[src/rtl/dmem_arbiter.sv]
// dmem_arbiter: two-port grant/sequencer for the single-ported vector data memory
// Optional starvation guard (forced host slot) enabled by `DMEM_ARB_STARVE_GUARD_EN
module dmem_arbiter #(
  parameter int vecSize      = 4,
  parameter int registerSize = 8,
  parameter int starveLimit  = 4
) (
  input  logic                             clk,
  input  logic                             reset,
  input  logic                             pipe_req,
  input  logic                             pipe_we,
  input  logic [registerSize-1:0]          pipe_addr,
  input  logic [vecSize*registerSize-1:0]  pipe_wdata,
  output logic                             pipe_stall,
  output logic                             pipe_rvalid,
  output logic [vecSize*registerSize-1:0]  pipe_rdata,
  input  logic                             host_req,
  input  logic                             host_we,
  input  logic [registerSize-1:0]          host_addr,
  input  logic [vecSize*registerSize-1:0]  host_wdata,
  output logic                             host_gnt,
  output logic                             host_rvalid,
  output logic [vecSize*registerSize-1:0]  host_rdata,
  output logic                             mem_we,
  output logic [registerSize-1:0]          mem_addr,
  output logic [vecSize*registerSize-1:0]  mem_wdata,
  input  logic [vecSize*registerSize-1:0]  mem_rdata
);
  typedef enum logic {PIPE_PRI, HOST_FORCE} state_t;
  typedef enum logic [1:0] {NONE, PIPE, HOST} owner_t;
  state_t state, state_nxt;
  owner_t owner, owner_nxt;
  logic pipe_gnt;
`ifdef DMEM_ARB_STARVE_GUARD_EN
  logic [3:0] starve_cnt, starve_nxt;
`endif
  always_comb begin
    host_gnt = (state == HOST_FORCE) ? host_req : host_req & ~pipe_req;
    pipe_gnt = (state == HOST_FORCE) ? pipe_req & ~host_req : pipe_req;
    pipe_stall = pipe_req & ~pipe_gnt;
    mem_we = pipe_gnt ? pipe_we : host_gnt & host_we;
    mem_addr = pipe_gnt ? pipe_addr : host_gnt ? host_addr : '0;
    mem_wdata = pipe_gnt ? pipe_wdata : host_gnt ? host_wdata : '0;
    owner_nxt = (pipe_gnt & ~pipe_we) ? PIPE : (host_gnt & ~host_we) ? HOST : NONE;
    // a return still pending while reset is held is suppressed
    pipe_rvalid = (owner == PIPE) & ~reset;
    host_rvalid = (owner == HOST) & ~reset;
    pipe_rdata = pipe_rvalid ? mem_rdata : '0;
    host_rdata = host_rvalid ? mem_rdata : '0;
`ifdef DMEM_ARB_STARVE_GUARD_EN
    starve_nxt = ~(host_req & ~host_gnt) ? 4'd0 :
                 (starve_cnt == 4'(starveLimit)) ? starve_cnt : starve_cnt + 4'd1;
    state_nxt = (state == HOST_FORCE) ? PIPE_PRI :
                (starve_nxt == 4'(starveLimit)) ? HOST_FORCE : PIPE_PRI;
`else
    state_nxt = PIPE_PRI;
`endif
  end
  always_ff @(posedge clk) begin
    if (reset) begin
      state <= PIPE_PRI;
      owner <= NONE;
`ifdef DMEM_ARB_STARVE_GUARD_EN
      starve_cnt <= 4'd0;
`endif
    end else begin
      state <= state_nxt;
      owner <= owner_nxt;
`ifdef DMEM_ARB_STARVE_GUARD_EN
      starve_cnt <= starve_nxt;
`endif
    end
  end
endmodule

[config.mk]
export PLATFORM = sky130hd
export DESIGN_NAME = dmem_arbiter
export DESIGN_NICKNAME = d
export VERILOG_FILES = /design/src/rtl/dmem_arbiter.sv
export SDC_FILE = /design/constraint.sdc
export NUM_CORES = 1
export LEC_CHECK = 0
export CAP_MARGIN = 20
export CORE_AREA = 2 2 89 91
export CTS_CLUSTER_SIZE = 12
export DETAILED_ROUTE_END_ITERATION = 10
export DIE_AREA = 0 0 91 93
export PLACE_DENSITY_LB_ADDON = 0.15
export SLEW_MARGIN = 20
export SYNTH_ARGS = -nofsm -noshare
export SYNTH_HDL_FRONTEND = slang
export SYNTH_SLANG_ARGS = --single-unit
[constraint.sdc]
create_clock -name clk -period 1.8 [get_ports clk]
set_input_delay 0.27 -clock clk [delete_from_list [all_inputs] [get_ports clk]]
set_output_delay 0.27 -clock clk [all_outputs]
set_load 0.1 [all_outputs]
* Word level (Yosys, flattened, before mapping)
Cells that the tools add are included.
Word-level totals: logic and storage cells 24, input port bits 118, output and inout port bits 109, bits in registers 2
Operators by class: eq/ne operators 2, bitwise gates (word level) 10, reduce and logical (&&, ||, !) cells 1, muxes and demuxes 9
Operator list (number):
- two-way mux 32 bit | 4
- two-way mux 8 bit | 2
- bitwise AND 1 bit | 6
- inverter 1 bit | 4
- equality test 2 x 1 -> 1 bit (second input constant) | 1
- equality test 2 bit (second input constant) | 1
- two-way mux 1 bit | 2
- two-way mux 2 bit | 1
- OR reduction 2 bit | 1

* Longest topological paths before layout
depth in word-level cells 5, mapped depth 5, depth with buffers taken out 2

* Worst setup path after synthesis
No wires, ideal clock.
kind input to output, start point input reset, end point output host_rdata[29], path buffers 2, arrival 2780 ps, stages on the path 3, required time 1530 ps, path slack -1250 ps, path through buf_2 > buf_2 > nor3b_1
On the way: word-level cells in the longest chain between the ends 3
Ends and longest elaborated chain:
- start: declaration | RTL line 9 | input logic reset,
- inverter 1 bit | RTL line 47 | host_rvalid = (owner == HOST) & ~reset;
- bitwise AND 1 bit | RTL line 47
- two-way mux 32 bit | RTL line 49 | host_rdata = host_rvalid ? mem_rdata : '0;
- end: declaration | RTL line 23 | output logic [vecSize*registerSize-1:0] host_rdata,
Every way passes these cells.

* Worst setup path after layout
start point register owner[1], end point output pipe_rdata[31]
On the way: word-level cells in the longest chain between the ends 3
Ends and longest elaborated chain:
- start: declaration | RTL line 32 | owner_t owner, owner_nxt;
- start signal: assignment | RTL line 68 | owner <= owner_nxt;
- equality test 2 x 1 -> 1 bit | RTL line 46 | pipe_rvalid = (owner == PIPE) & ~reset;
- bitwise AND 1 bit | RTL line 46
- two-way mux 32 bit | RTL line 48 | pipe_rdata = pipe_rvalid ? mem_rdata : '0;
- end: declaration | RTL line 16 | output logic [vecSize*registerSize-1:0] pipe_rdata,
Every way passes these cells.

==> results.cfg <==
[outcome]
outcome = complete, no violations

[route]
ant_nets = 0
num_vias = 2142
route.detailed.drc = 0
firstDrtPassIters = 4
wirelength_um = 7531
vias_per_cell = 4.354
first_iter_violations = 38
routedWlPerCell_um = 15.31

[yosys]
ys_seq_area_share_pct = 3.691
ys_ff_latch = 2
synth_flop_cell = dfxtp_1
synth_commonest_cells = nor2_1 (60), a22o_1 (41), nand2b_1 (31)
synth-simple-area-share_pct = 45.91
syn-instance-count = 167
yosys.area.top_type = a22o_1
synth-xor-area-share_pct = 0
yosysTopAreaCellShare_pct = 33.10
ys_warn_count = 0
synthTopCellsByArea = a22o_1 (33%), nor2_1 (21%), nand2b_1 (18%)
synth.distinct_cells = 13
synth_edf_count = 0
avgSynthCellArea_um2 = 6.496
synth_compound_area_share_pct = 33.10
synth_top_family_by_area = simple AND/OR/NAND/NOR gates
synth_most_common_cell = nor2_1
syn_area_mm2 = 0.001085
async_reset_ff_share_pct = 0
synthMuxAreaShare_pct = 0
yosys.area_share.adder_pct = 0
syn-num-nets = 285

[placement]
io_buffer_count = 225
place_congestion = 0.7355
place_hpwl_um = 6457
dp_cells = 485

[floorplan]
core_mm2 = 0.007527
start_util_pct = 14.41
die_x_um = 91
die_h_um = 93
placementRows = 32
fp.dieArea_mm2 = 0.008463
ios = 227

[finish]
largestRegisters = owner (2)
final_cells = 492
area_growth_pct = 359.4
drive_above_1_share_pct = 49.23
top_register = owner
largest_register_ffs = 2
fillerInstances = 593
num-nets-final = 510
diodes = 0

[clocking]
clock-sinks = 2
clockBufferDepth = 2
cts_max_level = 1
cts_tree = built
root_buffer = clkbuf_8
path_clk_slew_ns = 0.03
cts_buffers = 3

[global_routing]
antenna_found_initial = 0
overflow = 0
grt_max_degree = 34
grt_pass1_vias = 2249
grt_pass1_wl_um = 11560
grt_use_total_pct = 16.85

[hold_path]
min_path_cells = 3
hold_class = primary input to flop
hold_end = owner[1]$_SDFF_PP0_
hold_path_startpoint = reset

[power_and_ir_drop]
power_per_cell_area_mw_per_mm2 = 373.6
switching_share_pct = 52.53
combPwrFrac_pct = 87.8
peakVddDrop_mv = 0.2681
clockPowerShare_pct = 9.7
p_sw_uw = 978.0
power.leakage_uw = 0.001897
internal_power_uw = 883.8
pwr-share-seq_pct = 2.5

[timing]
hold_viol_final = 0
max_freq_mhz = 578.6
rsz0062_at_grt = no
setup_tns_ns = 0
period_needed_ns = 1.728
timing.final.max_slew_violations = 0
finalSetupViolations = 0
fin_crit_sh_pct = 96.01

[job]
cap_violations = 0

[critical_path]
crit_required_ns = 1.53
critical_path_class = flop to output port
endpoint_kind = output port
cp-start-kind = flop
crit_arrival_ns = 1.46
path_max_fanout = 33
## stage by stage
stage	utilization (%)	hold WS (ns)	setup WS (ns)	total power, µW	area [µm²]
2_1_floorplan	-	0.3407	-0.4473	948.8	1364
3_3_place_gp	63.81	0.9090	0.01086	1647	4803
3_5_place_dp	63.81	0.8951	-0.02075	1656	4803
4_1_cts	65.99	0.6725	0.001589	1873	4967
5_1_grt	66.21	0.5693	0.003739	1924	4984
6_report	66.21	0.5310	0.07176	1862	4984
## timing repair
action                     in CTS  in global routing
cloned                          2                  0
pin swaps                       1                  1
setup endpoints to repair      26                 36
hold buffers                    0                  0
gates resized for setup        15                  5
setup buffers                   2                  0
## worst max-delay path, stage by stage, from the launching register on
cell and delay (ns):
dfxtp_1 0.32, nand2b_1 0.14, buf_4 0.27, nor3b_2 0.30, buf_12 0.21
## worst max path at each step
stage	start	endpoint	slack [ns]	depth (start not counted)
floorplan	owner[1]$_SDFF_PP0_	pipe_rdata[0]	-0.45	4
global placement	pipe_req	mem_wdata[19]	0.01	5
detailed placement	reset	pipe_rdata[25]	-0.02	5
CTS	reset	pipe_rdata[30]	0.002	5
global route	owner[1]$_SDFF_PP0_	pipe_rdata[17]	0.004	4
finish	owner[1]$_SDFF_PP0_	pipe_rdata[31]	0.07	4
## cell usage in the layout (no fill, tap or decap), types with 2 or more instances in the layout
cell / count
clkdlybuf4s50_1: 114
buf_12: 113
a22o_1: 32
nor2_4: 31
nand2b_1: 29
nor2_1: 16
nor2_2: 13
buf_4: 10
a22o_2: 9
nor3b_2: 5
clkbuf_8: 3
nor3b_4: 2
bufbuf_16: 2
dlygate4sd2_1: 2
dfxtp_1: 2
## power by group through the flow
stage	combinational, µW	clock [µW]	sequential [µW]
2_1_floorplan	902	0	47.2
3_3_place_gp	1600	0	47.6
3_5_place_dp	1610	0	47.7
4_1_cts	1640	185	47.2
5_1_grt	1690	192	47.4
6_report	1630	181	47.2
## kinds of logic after synthesis
logic type	count (synthesis)
and+or+nand+nor	100
DFF	2
AOI/OAI and AO/OA	41
other	1
buffers and inverters	23
## metal layers
layer,track usage (%),wire length [µm],vias up
met3,6.205,842,5
li1,-,-,1021
met5,0,0,-
met1,17.23,2475,971
met2,32.90,4159,145
met4,3.030,54,0
## final cells by class
type                    count  area [µm²]  area share (%)
multi-input cells         142        1190           23.88
well taps                 102       127.6           2.561
repair buffers            243        3585           71.93
clock buffers               3       41.29          0.8285
flip-flops and latches      2       40.04          0.8034
Power figures use the tool's default switching activity.
